===== src/rtl/fb_pkg.sv =====
// Shared constants, types and FSM encoding for the ping-pong frame store controller.
package fb_pkg;

    localparam logic [9:0]  H_ACTIVE  = 10'd640;
    localparam logic [9:0]  V_ACTIVE  = 10'd480;
    localparam logic [18:0] FB_PIXELS = 19'd307200;
    localparam int          ADDR_W    = 19;
    localparam int          DATA_W    = 8;
    localparam logic [2:0]  SETTLE    = 3'd4;

    typedef logic [7:0]  pixel_t;
    typedef logic [18:0] fb_addr_t;

    typedef enum logic [1:0] {
        RENDER,
        WAIT_VBLANK,
        SWAP
    } swap_state_t;

endpackage


===== src/rtl/fb_scan_addr.sv =====
// Scan-side read address generation plus the visible/front-select delay line
// that travels alongside the one-cycle frame RAM read.
module fb_scan_addr
    import fb_pkg::*;
(
    input  logic              i_clk,
    input  logic              i_rst,
    input  logic [9:0]        i_hc,
    input  logic [9:0]        i_vc,
    input  logic              i_front_sel,
    output logic [ADDR_W-1:0] o_raddr,
    output logic              o_vis_d2,
    output logic              o_sel_d2
);

    logic     w_visible;
    fb_addr_t w_lin_addr;

    fb_addr_t r_raddr;
    logic     r_vis_d1;
    logic     r_vis_d2;
    logic     r_sel_d1;
    logic     r_sel_d2;

    assign w_visible  = (i_hc < H_ACTIVE) && (i_vc < V_ACTIVE);
    // vc*640 built as vc*512 + vc*128 so no multiplier is inferred
    assign w_lin_addr = ({9'd0, i_vc} << 9) + ({9'd0, i_vc} << 7) + {9'd0, i_hc};

    always_ff @(posedge i_clk or posedge i_rst) begin
        if (i_rst) begin
            r_raddr  <= '0;
            r_vis_d1 <= 1'b0;
            r_vis_d2 <= 1'b0;
            r_sel_d1 <= 1'b0;
            r_sel_d2 <= 1'b0;
        end else begin
            r_raddr  <= w_visible ? w_lin_addr : '0;
            r_vis_d1 <= w_visible;
            r_vis_d2 <= r_vis_d1;
            r_sel_d1 <= i_front_sel;
            r_sel_d2 <= r_sel_d1;
        end
    end

    assign o_raddr  = r_raddr;
    assign o_vis_d2 = r_vis_d2;
    assign o_sel_d2 = r_sel_d2;

endmodule


===== src/rtl/fb_swap_ctrl.sv =====
// Ping-pong frame store controller: scan reads the front buffer, the writer fills
// the back buffer, and the two are exchanged only inside a settled vertical blank.
//   state       | meaning
//   RENDER      | writer owns the back buffer, waiting for frame_done
//   WAIT_VBLANK | frame complete, writes blocked until blanking has settled
//   SWAP        | one cycle: front_sel toggled, swap_ack pulsed
module fb_swap_ctrl
    import fb_pkg::*;
(
    input  logic              clk,
    input  logic              rst,
    input  logic [9:0]        hc_in,
    input  logic [9:0]        vc_in,
    input  logic              wr_valid,
    input  logic [ADDR_W-1:0] wr_addr,
    input  logic [DATA_W-1:0] wr_data,
    output logic              wr_ready,
    input  logic              frame_done,
    output logic              swap_ack,
    output logic              front_sel,
    output logic [ADDR_W-1:0] ram_raddr,
    input  logic [DATA_W-1:0] ram0_rdata,
    input  logic [DATA_W-1:0] ram1_rdata,
    output logic              ram0_we,
    output logic              ram1_we,
    output logic [ADDR_W-1:0] ram_waddr,
    output logic [DATA_W-1:0] ram_wdata,
    output logic [DATA_W-1:0] pix_data,
    output logic              pix_active
);

    swap_state_t r_state;
    logic [2:0]  r_settle;
    logic        r_front_sel;
    logic        r_swap_ack;
    logic        r_ram0_we;
    logic        r_ram1_we;
    fb_addr_t    r_ram_waddr;
    pixel_t      r_ram_wdata;
    pixel_t      r_pix_data;
    logic        r_pix_active;

    logic w_vblank;
    logic w_settled;
    logic w_wr_ready;
    logic w_wr_fire;
    logic w_in_range;
    logic w_vis_d2;
    logic w_sel_d2;

    fb_scan_addr u_scan (
        .i_clk       (clk),
        .i_rst       (rst),
        .i_hc        (hc_in),
        .i_vc        (vc_in),
        .i_front_sel (r_front_sel),
        .o_raddr     (ram_raddr),
        .o_vis_d2    (w_vis_d2),
        .o_sel_d2    (w_sel_d2)
    );

    assign w_vblank   = (vc_in >= V_ACTIVE);
    assign w_settled  = (r_settle == SETTLE);
    assign w_wr_ready = (r_state == RENDER);
    assign w_wr_fire  = wr_valid && w_wr_ready;
    assign w_in_range = (wr_addr < FB_PIXELS);

    // Settling for SETTLE blank cycles flushes visible pixels out of the read pipe.
    always_ff @(posedge clk or posedge rst) begin
        if (rst) begin
            r_settle <= '0;
        end else if (!w_vblank) begin
            r_settle <= '0;
        end else if (!w_settled) begin
            r_settle <= r_settle + 3'd1;
        end
    end

    always_ff @(posedge clk or posedge rst) begin
        if (rst) begin
            r_state     <= RENDER;
            r_front_sel <= 1'b0;
            r_swap_ack  <= 1'b0;
            r_ram0_we   <= 1'b0;
            r_ram1_we   <= 1'b0;
            r_ram_waddr <= '0;
            r_ram_wdata <= '0;
        end else begin
            r_ram0_we  <= 1'b0;
            r_ram1_we  <= 1'b0;
            r_swap_ack <= 1'b0;
            case (r_state)
                RENDER: begin
                    if (w_wr_fire && w_in_range) begin
                        r_ram_waddr <= wr_addr;
                        r_ram_wdata <= wr_data;
                        r_ram0_we   <= r_front_sel;
                        r_ram1_we   <= ~r_front_sel;
                    end
                    if (frame_done) begin
                        r_state <= WAIT_VBLANK;
                    end
                end
                WAIT_VBLANK: begin
                    if (w_settled) begin
                        r_state     <= SWAP;
                        r_front_sel <= ~r_front_sel;
                        r_swap_ack  <= 1'b1;
                    end
                end
                SWAP: begin
                    r_state <= RENDER;
                end
                default: begin
                    r_state <= RENDER;
                end
            endcase
        end
    end

    always_ff @(posedge clk or posedge rst) begin
        if (rst) begin
            r_pix_data   <= '0;
            r_pix_active <= 1'b0;
        end else begin
            r_pix_data   <= w_vis_d2 ? (w_sel_d2 ? ram1_rdata : ram0_rdata) : '0;
            r_pix_active <= w_vis_d2;
        end
    end

    assign wr_ready   = w_wr_ready;
    assign swap_ack   = r_swap_ack;
    assign front_sel  = r_front_sel;
    assign ram0_we    = r_ram0_we;
    assign ram1_we    = r_ram1_we;
    assign ram_waddr  = r_ram_waddr;
    assign ram_wdata  = r_ram_wdata;
    assign pix_data   = r_pix_data;
    assign pix_active = r_pix_active;

endmodule


===== config.mk =====
export PLATFORM = sky130hd
export DESIGN_NAME = fb_swap_ctrl
export DESIGN_NICKNAME = d
export VERILOG_FILES = /design/src/rtl/fb_pkg.sv /design/src/rtl/fb_scan_addr.sv /design/src/rtl/fb_swap_ctrl.sv
export SDC_FILE = /design/constraint.sdc
export NUM_CORES = 1
export LEC_CHECK = 0
export CAP_MARGIN = 10
export CORE_MARGIN = 3
export CORE_UTILIZATION = 65
export DETAILED_ROUTE_END_ITERATION = 12
export DONT_BUFFER_PORTS = 1
export GPL_ROUTABILITY_DRIVEN = 0
export HOLD_SLACK_MARGIN = 0.06
export MAX_ROUTING_LAYER = met4
export PLACE_DENSITY = 0.81
export SYNTH_ARGS = -nofsm -noshare
export SYNTH_HDL_FRONTEND = slang
export SYNTH_HIERARCHICAL = 1
export SYNTH_SLANG_ARGS = --single-unit

===== constraint.sdc =====
create_clock -name clk -period 3 [get_ports clk]
set_clock_uncertainty 0.15 [all_clocks]
set_input_delay 0.6 -clock clk [delete_from_list [all_inputs] [get_ports clk]]
set_output_delay 0.6 -clock clk [all_outputs]
set_load 0.1 [all_outputs]

==> key figures <==
Synthesis
  • Mapped cell area: 3180 µm²
  • Post-synth EDFFs: 0
  • Sequential area share after synthesis: 53.4%
  • Ys async rst share: 100%
  • Ys Warns: 6
  • Post-Synthesis Cells: 248
  • Most used DFF post-synth: dfrtp_1
  • Post-synthesis cell type count: 43
  • #FFs+latches synth: 68
  • Syn nets: about 340
  • Syn_area_per_cell: 12.8 µm²

Cells and area
  • Commonest non-fill, non-tap cell in the layout: dfrtp_1
  • Nets: 348
  • Layout cells sized above 1: about a fifth
  • # fillers: 302
  • Commonest cells after routing, fill and taps aside: 68 x dfrtp_1, 21 x ha_1, 18 x mux2_4
  • ANT cells: 0
  • Multi-input gate area: 1380 µm²
  • Register Area: 1700 µm²
  • Area growth from synthesis to layout: 8.88%

Worst setup path
  • Crit Path Max Fanout: 3
  • CP Class: in2reg
  • Most frequent CP cell: fa_1
  • Crit path launch type: primary input
  • Crit. End Element: flop
  • Largest stage delay on the critical path: 0.52 ns
  • Crit path DAT: about 2.4 ns
  • CP Cell Sequence: inv_1 -> fa_1 -> fa_1 -> and2b_1 -> o21ai_2 -> a211oi_2 -> o21a_1 -> nor3_2
  • Critical Path RT: roughly 3 ns
  • Slowest cell on crit path: fa_1

Global routing
  • Vias in the first global route: 1813
  • GR Layer Usage met3: 8.63%
  • M1 GR Usage: 26.4%
  • GR peak layer: met2
  • Antenna violations before repair: 0
  • Global route overflow: 0
  • Largest net degree at the start of global routing: 46
  • First-pass GRT wire length: 9.67 mm
  • Met2 usage in global routing: 34.8%
  • All-Layer GR Usage: between 20 and 25%

Clocking
  • Hold buffers post-CTS: 0
  • Worst skew pair latency: between 0.3 and 0.4 ns
  • Clock buffer depth: 2
  • CTS buffer count: 9
  • CTS-repair resized insts: 0
  • Worst-path clk slew: ~0.07 ns
  • Num Clock Sinks: 68
  • Postcts setup bufs: 0
  • Clk root buf: clkbuf_8
  • H-tree depth reported by CTS: 3
  • CTS tree: done

Route
  • DR vias/cell: roughly 5.5
  • Post-route ant nets: 0
  • Iteration-0 DRC Markers: 83
  • Routed WL per cell: between 15 and 20 µm
  • 1st-pass router iterations: 4
  • DRC: 0
  • Total routed wirelength: 5.84 mm
  • Via count: ~1800

Floorplanning
  • Core footprint: ~4500 µm²
  • Rows: 24
  • Die Wd: 76.0 µm
  • Die Footprint: between 5000 and 6000 µm²
  • Initial Util: 70.2%
  • Die height: between 70 and 80 µm
  • IO Pins: ~130

STA
  • Max Transition Viols Final: 0
  • Finish-stage setup viols: 0
  • Min Clock Period, post-route: between 2 and 2.5 ns
  • Fin. Hold Viols: 0
  • Post-route setup TNS: 0 ns
  • Worst Slack Setup Final: 0.611 ns
  • Slew headroom: 35.9%
  • Max Fclk: 419 MHz
  • Worst-Margin Slew: approximately 0.96 ns
  • RSZ-0062 raised after global routing: false
  • Crit share post-route: 79.6%

Hold path
  • Min-delay worst type: in2async

Placed design
  • IO buf count: 0
  • Post-DP HPWL: 4.51 mm
  • Post-Place Setup Slack: 0.277 ns

Run status
  • Status: complete, no violations

Run
  • Max-cap violations: 0
## registers in the layout, summed over array words and instances, names as in the netlist
name	flops
ram0_we	1
ram_wdata	8
r_settle	3
swap_ack	1
r_state	2
ram1_we	1
ram_waddr	19
front_sel	1
pix_data	8
u_scan/o_raddr	19
u_scan/o_sel_d2	1
u_scan/r_sel_d1	1
u_scan/o_vis_d2	1
u_scan/r_vis_d1	1
pix_active	1
## metal layers
layer  vias up  part of all wire [%]
li1        867                     -
met1       866                    42
met2        76                    50
met3        10                   7.3
met4         0                   1.5
met5         -                     0
## cell type report
cell class / instances / area share [%]
inverter: 15 / 1.77
timing repair buffer: 4 / 0.866
clock buffer: 12 / 4.19
clock inverter: 4 / 2.09
sequential: 68 / 49.1
multi-input combinational: 160 / 39.7
tap: 65 / 2.35
## stage by stage
stage          util, %  area, µm²  hold WS (ns)  cells
2_1_floorplan        -       3180         0.181    248
3_3_place_gp      71.7       3250         0.182    312
3_5_place_dp      71.7       3250         0.186    312
4_1_cts           76.5       3470         0.142    328
5_1_grt           76.5       3470         0.174    328
6_report          76.5       3470         0.138    328
## final timing paths
path | cells past startpoint | slack, ns | from | to
min in group clk | 0 | 0.19 | u_scan/r_vis_d1 | u_scan/o_vis_d2
max | 8 | 0.61 | hc_in[9] | u_scan/o_raddr[16]
min | 2 | 0.14 | rst | pix_data[2]
max reg2reg | 5 | 0.77 | r_state[1] | ram_wdata[1]
min reg2reg | 0 | 0.19 | u_scan/r_vis_d1 | u_scan/o_vis_d2
max in group asynchronous | 1 | 2.03 | rst | u_scan/o_raddr[15]
## Yosys cell counts, types with 2 or more instances
| cell type | n | share of area (%) |
|---|---|---|
| nor3_1 | 5 | 0.79 |
| buf_6 | 4 | 1.4 |
| o21ai_0 | 6 | 0.94 |
| and2b_1 | 2 | 0.47 |
| nor2b_1 | 9 | 1.8 |
| mux2_2 | 6 | 2.1 |
| a21oi_1 | 5 | 0.79 |
| o21ai_1 | 2 | 0.31 |
| ha_1 | 21 | 8.3 |
| fa_1 | 2 | 1.3 |
| nor3b_1 | 2 | 0.47 |
| inv_1 | 14 | 1.7 |
| a21oi_2 | 2 | 0.55 |
| nand3_1 | 4 | 0.63 |
| xnor2_1 | 2 | 0.55 |
| dfrtp_1 | 68 | 53 |
| and2_1 | 9 | 1.8 |
| mux2i_1 | 8 | 2.5 |
| mux2_4 | 18 | 8.5 |
| o21a_1 | 2 | 0.47 |
| nand2_1 | 14 | 1.7 |
| nand4_1 | 3 | 0.59 |
| xor2_1 | 4 | 1.1 |
| a211oi_2 | 2 | 0.79 |
| nor2_1 | 16 | 1.9 |
## kinds of logic after synthesis
family,Yosys count,synth area share (%)
multiplexers,32,13.1
buffers and inverters,20,3.46
AND/OR/NAND/NOR,70,11.5
AO/OA/AOI/OAI,29,7.35
adder cells (fa/ha/maj),23,9.51
XOR/XNOR,6,1.65
flip-flops,68,53.4
## worst max-delay path: cells and delay by family
family / cells / cell delay, ns
adders and majority gates: 2 / 0.96
AOI/OAI and AO/OA: 3 / 0.57
and+or+nand+nor: 2 / 0.28
buffers and inverters: 1 / 0.03
Power is left out: the tool's default activity adds up to more than one toggle a clock period on the data nets, which glitch-free logic cannot reach.
